==> config.mk <==
export PLATFORM = sky130hd
export DESIGN_NAME = shell_impact_judge
export DESIGN_NICKNAME = d
export VERILOG_FILES = /design/src/rtl/shell_impact_judge_pkg.sv /design/src/rtl/shell_impact_judge_hold_timer.sv /design/src/rtl/shell_impact_judge.sv
export SDC_FILE = /design/constraint.sdc
export NUM_CORES = 1
export LEC_CHECK = 0
export CAP_MARGIN = 25
export CORE_MARGIN = 5
export CORE_UTILIZATION = 51
export CTS_BUF_LIST = sky130_fd_sc_hd__clkbuf_16
export CTS_CLUSTER_DIAMETER = 40
export CTS_CLUSTER_SIZE = 28
export DETAILED_ROUTE_END_ITERATION = 12
export PLACE_DENSITY = 0.93
export SETUP_SLACK_MARGIN = 0.1
export SLEW_MARGIN = 20
export SYNTH_ARGS = -nofsm -noshare
export SYNTH_HDL_FRONTEND = slang
export SYNTH_SLANG_ARGS = --single-unit
==> constraint.sdc <==
create_clock -name clk -period 3.02 [get_ports clk]
set_input_delay 0.302 -clock clk [delete_from_list [all_inputs] [get_ports clk]]
set_output_delay 0.302 -clock clk [all_outputs]
set_load 0.02 [all_outputs]
==> src/rtl/shell_impact_judge_pkg.sv <==
// Shared tank-game definitions: FSM states, turn encoding, HP width and the
// target-mask helper that maps a shooter onto the opponent's bitmap half.
package shell_impact_judge_pkg;

   typedef enum logic [1:0] {
      IDLE   = 2'd0,
      FLIGHT = 2'd1,
      SHOW   = 2'd2,
      OVER   = 2'd3
   } state_t;

   localparam logic TURN_TANK1 = 1'b0;
   localparam logic TURN_TANK2 = 1'b1;
   localparam int   HP_W       = 2;

   // tank1 owns bitmap bits [7:4], tank2 owns [3:0]; the shooter targets the other half
   function automatic logic [7:0] target_mask(input logic       turn,
                                              input logic [3:0] tank1_location,
                                              input logic [3:0] tank2_location);
      return (turn == TURN_TANK1) ? {4'b0000, tank2_location}
                                  : {tank1_location, 4'b0000};
   endfunction

endpackage

==> src/rtl/shell_impact_judge_hold_timer.sv <==
// Terminal-count hold timer: clear zeroes the count, en advances it, done is a
// combinational pulse on the last counted cycle (count wraps back to 0 there).
module hold_timer #(
   parameter int CYCLES = 16
) (
   input  logic clk,
   input  logic rst,
   input  logic clear,
   input  logic en,
   output logic done
);

   localparam int W = (CYCLES > 1) ? $clog2(CYCLES) : 1;
   localparam logic [W-1:0] LAST = W'(CYCLES - 1);

   logic [W-1:0] count;

   assign done = en && (count == LAST);

   always_ff @(posedge clk or posedge rst) begin
      if (rst) begin
         count <= '0;
      end else if (clear) begin
         count <= '0;
      end else if (en) begin
         count <= done ? '0 : count + W'(1);
      end
   end

endmodule

==> src/rtl/shell_impact_judge.sv <==
// Resolves a shell landing on the falling edge of fire, scores HP, holds a
// hit/miss flag for SHOW_CYCLES cycles, then passes the turn or ends the game.
module shell_impact_judge
   import shell_impact_judge_pkg::*;
#(
   parameter int HP_INIT     = 3,
   parameter int SHOW_CYCLES = 16
) (
   input  logic            clk,
   input  logic            rst,
   input  logic            fire,
   input  logic [7:0]      shell,
   input  logic [3:0]      tank1_location,
   input  logic [3:0]      tank2_location,
   output logic            turn,
   output logic [HP_W-1:0] hp1,
   output logic [HP_W-1:0] hp2,
   output logic            hit_flag,
   output logic            miss_flag,
   output logic            game_over,
   output logic            winner
);

   state_t          state;
   logic [7:0]      shell_last;
   logic [7:0]      target;
   logic            landed;
   logic            in_show;
   logic            show_done;
   logic [HP_W-1:0] target_hp;

   assign target    = target_mask(turn, tank1_location, tank2_location);
   assign landed    = (state == FLIGHT) && !fire;
   assign in_show   = (state == SHOW);
   assign target_hp = (turn == TURN_TANK1) ? hp2 : hp1;

   hold_timer #(
      .CYCLES(SHOW_CYCLES)
   ) u_hold_timer (
      .clk  (clk),
      .rst  (rst),
      .clear(landed),
      .en   (in_show),
      .done (show_done)
   );

   always_ff @(posedge clk or posedge rst) begin
      if (rst) begin
         state      <= IDLE;
         turn       <= TURN_TANK1;
         hp1        <= HP_W'(HP_INIT);
         hp2        <= HP_W'(HP_INIT);
         hit_flag   <= 1'b0;
         miss_flag  <= 1'b0;
         game_over  <= 1'b0;
         winner     <= 1'b0;
         shell_last <= '0;
      end else begin
         case (state)
            IDLE: begin
               if (fire) begin
                  shell_last <= shell;
                  state      <= FLIGHT;
               end
            end
            FLIGHT: begin
               if (fire) begin
                  shell_last <= shell;
               end else begin
                  // score from the last in-flight sample; the live bus may already have moved on
                  if (|(shell_last & target)) begin
                     hit_flag <= 1'b1;
                     if (turn == TURN_TANK1) begin
                        hp2 <= (hp2 != '0) ? hp2 - HP_W'(1) : hp2;
                     end else begin
                        hp1 <= (hp1 != '0) ? hp1 - HP_W'(1) : hp1;
                     end
                  end else begin
                     miss_flag <= 1'b1;
                  end
                  state <= SHOW;
               end
            end
            SHOW: begin
               if (show_done) begin
                  hit_flag  <= 1'b0;
                  miss_flag <= 1'b0;
                  if (target_hp == '0) begin
                     game_over <= 1'b1;
                     winner    <= turn;
                     state     <= OVER;
                  end else begin
                     turn  <= ~turn;
                     state <= IDLE;
                  end
               end
            end
            OVER: begin
               state <= OVER;
            end
            default: begin
               state <= IDLE;
            end
         endcase
      end
   end

endmodule

### Word-level counts from Yosys, hierarchy flattened

Index checks and enable logic that the tools add are counted.

* register bits: 23
* bits of input ports: 19
* output and inout bits: 9
* word-level logic and storage cells: 62

* equal/unequal tests: 9
* mux-type cells: 17
* add/subtract/negate cells: 3
* bitwise gates (word level): 4
* reductions and logical operators: 19

Operators with widths (number)
* $mux 4: 3
* $mux 2: 5
* $reduce_and 5->1: 2
* $reduce_and 3->1: 3
* $and 8x8->8: 1
* $mux 8: 1
* $ne 2x2->1 const B: 4
* $pmux 2 s4: 1
* $reduce_and 4->1: 2
* $reduce_bool 2->1: 4
* $reduce_or 8->1: 1
* $mux 1: 5
* $add 4x1->4 const B: 1
* $eq 2x2->1 const B: 2
* $eq 4x4->1 const B: 1
* $logic_not 2->1: 2
* $pmux 1 s2: 2
* $sub 2x1->2 const B: 2
* $not 1->1: 3
* $eq 2x1->1 const B: 1
* $logic_and 1x1->1: 2
* $ne 2x1->1 const B: 1
* $reduce_and 2->1: 1
* $reduce_or 2->1: 1
* $logic_not 1->1: 1

### Longest topological paths before layout

* word-level depth: 6
* gate-level depth with buffers: 5
* depth with buffers taken out: 5

### Cells and area by module

A second synthesis with hierarchy kept.

* cells, all modules: 99
* area, all modules: 1101.1 sq um

Modules (own cells, without submodules)
* shell_impact_judge: sequential area each 480.5 sq um, times used 1, cells an instance 76, area each 889.6 sq um
* hold_timer: sequential area each 100.1 sq um, times used 1, cells an instance 23, area each 211.5 sq um

### Worst setup path after synthesis

Ideal clock, no wire load.

* path kind: reg2reg
* from: register hp2[0]
* to: register hp2[1]
* cell stages (with the launch flop): 5
* setup time: 75 ps
* path buffers: 0
* clock period less this slack: 1452 ps
* path slack: 1568 ps
* data required time: 2945 ps
* data arrival time: 1377 ps
* cell sequence: dfstp_2 > inv_1 > ha_1 > nor4b_4 > mux2i_1

* cells in the longest elaborated chain, start to end: 2
* elaborated cells between the ends (all ways): 3
* classes of those cells: add/sub (1); reduce/logical (2)

RTL lines
* start: declaration: line shell_impact_judge.sv:17 `output logic [HP_W-1:0] hp2,`
* start signal: assignment: line shell_impact_judge.sv:52 `hp2 <= HP_W'(HP_INIT);`
* start signal: assignment: line shell_impact_judge.sv:74 `hp2 <= (hp2 != '0) ? hp2 - HP_W'(1) : hp2;`
* $reduce_bool 2->1: line shell_impact_judge.sv:74
* $reduce_and 5->1 (no source line)

Parallel ways exist; a longest one is shown, timed or not.
A chain may end at the register's enable or synchronous reset.

### Final worst setup path

* from: register turn
* to: output turn

RTL lines
* start: declaration: line shell_impact_judge.sv:15 `output logic turn,`
* start signal: assignment: line shell_impact_judge.sv:93 `turn <= ~turn;`

No word-level cell between the ends.

==> flow_metrics.py <==
metrics = {
    "clocking": {
        "cts.sinks": 23,
        "clkLatencyLatePin_ns": 0.25,
        "cts_root_buffer": "clkbuf_16",
        "htreeDepth": 1,
        "cts_resized": 0,
        "cts_buffers": 3,
        "cts.path.max_buffers": 2,
        "tritoncts": "built",
        "cts_setup_buffers": 0,
        "cts_hold_buf": 0,
        "clk_pin_slew_ns": 0.06,
    },
    "synthesis": {
        "syn-num-nets": 116,
        "syn_avg_cell_area_um2": 11.5,
        "ys.warnings.count": 0,
        "synth.most_common_cell": "dfrtp_1",
        "synth_top_cell_area_share_pct": 44.1,
        "synth.area.top_cells": "dfrtp_1, dfstp_2, mux2_2, ha_1, a21oi_1",
        "ys.flop_type": "dfrtp_1",
        "synth_edf_count": 0,
        "ys_seq_area_share_pct": 53.8,
        "ys_top_cells_by_count": "dfrtp_1, mux2_2, nand2_1",
        "synth_largest_area_cell": "dfrtp_1",
        "syn_area_um2": 1080,
        "async_reset_ff_share_pct": 100,
        "netlist_instances": 94,
        "ys_ff_latch": 23,
        "yosys.cell_types.count": 31,
    },
    "layout": {
        "syn_to_final_growth_pct": 34.0,
        "seqCellArea_um2": 581,
        "nets": 145,
        "fill_cells": 130,
        "multi_input_area_um2": 458,
        "antenna_cells": 0,
        "drive_above_1_share_pct": 16.4,
    },
    "run_status": {
        "status": "complete, no violations",
    },
    "global_route": {
        "overflow": 0,
        "grt_first_pass_wirelength_um": 4310,
        "track_usage_pct": 17.9,
        "grt_pass1_vias": 934,
        "antenna_found_initial": 0,
        "grt_max_degree": 24,
    },
    "die": {
        "dieArea_um2": 3130,
        "start_util_pct": 54.4,
        "placementRows": 16,
        "io_pins": 28,
        "core_area_um2": 1980,
        "fp.dieW_um": 56.0,
        "die_h_um": 56.0,
    },
    "placement": {
        "dpl.hpwl_um": 1970,
        "portBuffers": 27,
        "place_congestion": 0.829,
        "preCtsSetupSlack_ns": 1.10,
    },
    "sta": {
        "rsz0062_at_grt": "false",
        "worst_slack_ns": 1.24,
        "maxSlewHeadroom_pct": 43.7,
        "post-route-period-util_pct": 58.8,
        "fin_crit_ns": 1.78,
        "max_freq_mhz": 563,
        "fin_tns_setup_ns": 0,
        "setup_viol": 0,
        "clock_skew_ns": 0.00379,
        "final_hold_viol_count": 0,
        "drv_slew": 0,
        "worstMarginPinSlew_ns": 0.844,
    },
    "pwr": {
        "powerDensity_nw_per_um2": 867,
        "power_frac_clock_pct": 22.4,
        "peakVddDrop_mv": 0.582,
        "p_int_mw": 0.837,
        "leakagePower_nw": 0.659,
        "swShare_pct": 33.2,
        "p_seq_share_pct": 42.0,
        "total_power_mw": 1.25,
        "p_sw_mw": 0.415,
        "combPwrFrac_pct": 35.6,
    },
    "critical_path": {
        "path_max_fanout": 8,
        "crit_path_end_kind": "output port",
        "cpMaxStageDelayCell": "clkdlybuf4s50_1",
        "critPathKind": "reg2out",
        "crit_arrival_ns": 1.47,
        "slowest_delay_ns": 0.67,
        "critPathTopFamily": "buffers and inverters",
        "cp-start-kind": "register",
        "path_cells": "clkdlybuf4s50_1",
        "required_ns": 2.72,
        "crit_buf_inv": 1,
    },
    "routing": {
        "avgRoutedWirePerCell_um": 17.1,
        "first_iter_violations": 22,
        "drc_errors": 0,
        "firstDrtPassIters": 5,
        "viasPerCell": 5.64,
        "drt-total-wl_um": 2550,
        "num_vias": 841,
        "ant_nets": 0,
    },
    "worst_hold_path": {
        "hold_class": "reg2reg",
    },
    "flow_run": {
        "maxCapViolations": 0,
    },
}
## kinds of logic (layout without fill, tap and decap cells)
family | Yosys count | in the layout | share of synthesized area [%]
AOI/OAI and AO/OA | 17 | 17 | 10.6
xor gates and xnor gates | 3 | 3 | 2.44
adders and majority gates | 3 | 3 | 3.48
buffers and inverters | 9 | 37 | 3.71
DFF | 23 | 23 | 53.8
muxes | 10 | 10 | 10.2
and+or+nand+nor | 29 | 29 | 15.8
## registers in the layout, indices dropped and copies added, names as in the netlist
signal,flops
winner,1
u_hold_timer.count,4
hp1,2
turn,1
miss_flag,1
game_over,1
hit_flag,1
shell_last,8
state,2
hp2,2
## power by group through the flow
| stage | combinational, mW | clock (mW) | sequential, mW |
|---|---|---|---|
| finish | 0.447 | 0.280 | 0.526 |
| detailed placement | 0.444 | 0 | 0.529 |
| global route | 0.491 | 0.302 | 0.537 |
| global placement | 0.414 | 0 | 0.516 |
| floorplan | 0.298 | 0 | 0.521 |
| CTS | 0.449 | 0.285 | 0.523 |
## metal layers
| layer | GRT usage (%) | share of wire (%) | vias up |
|---|---|---|---|
| li1 | - | - | 388 |
| met1 | 18.9 | 37 | 420 |
| met2 | 34.2 | 57 | 28 |
| met3 | 3.25 | 3.8 | 5 |
| met4 | 7.12 | 1.8 | 0 |
| met5 | 0 | 0 | - |
## layout make-up
cell class / count / area share, %
Sequential cell: 23 / 40.2
Multi-Input combinational cell: 62 / 31.7
Timing Repair Buffer: 27 / 18.7
Clock buffer: 3 / 5.19
Tap cell: 27 / 2.34
Inverter: 6 / 1.56
Clock inverter: 1 / 0.346
## cells in the final DEF (no fill, tap or decap), types with 3 or more instances in the layout
cell             count
mux2_2               8
nor2_1               6
dfrtp_1             19
clkbuf_16            3
ha_1                 3
clkdlybuf4s50_1     27
o21ai_0              3
nand2_1              7
nand3_1              3
inv_1                6
dfstp_2              4
a21oi_1              6
## stage by stage
stage / cells / util, % / hold slack, ns / area, µm²
after floorplan: 94 / - / 0.301 / 1080
after global placement: 145 / 68.9 / 0.448 / 1370
after detailed placement: 145 / 68.9 / 0.454 / 1370
after CTS: 149 / 72.9 / 0.468 / 1450
after global routing: 149 / 72.9 / 0.501 / 1450
final: 149 / 72.9 / 0.462 / 1450
## path summary, 6_finish.rpt
kind	start	to	slack, ns	cells past startpoint
hold reg to reg	game_over	game_over	0.46	1
min in group asynchronous	rst	turn	0.53	2
setup / recovery	turn	turn	1.24	1
setup reg to reg	state[1]	shell_last[5]	1.40	2
hold / removal	game_over	game_over	0.46	1
max in group asynchronous	rst	shell_last[6]	1.97	2
Power figures use the tool's default switching activity.
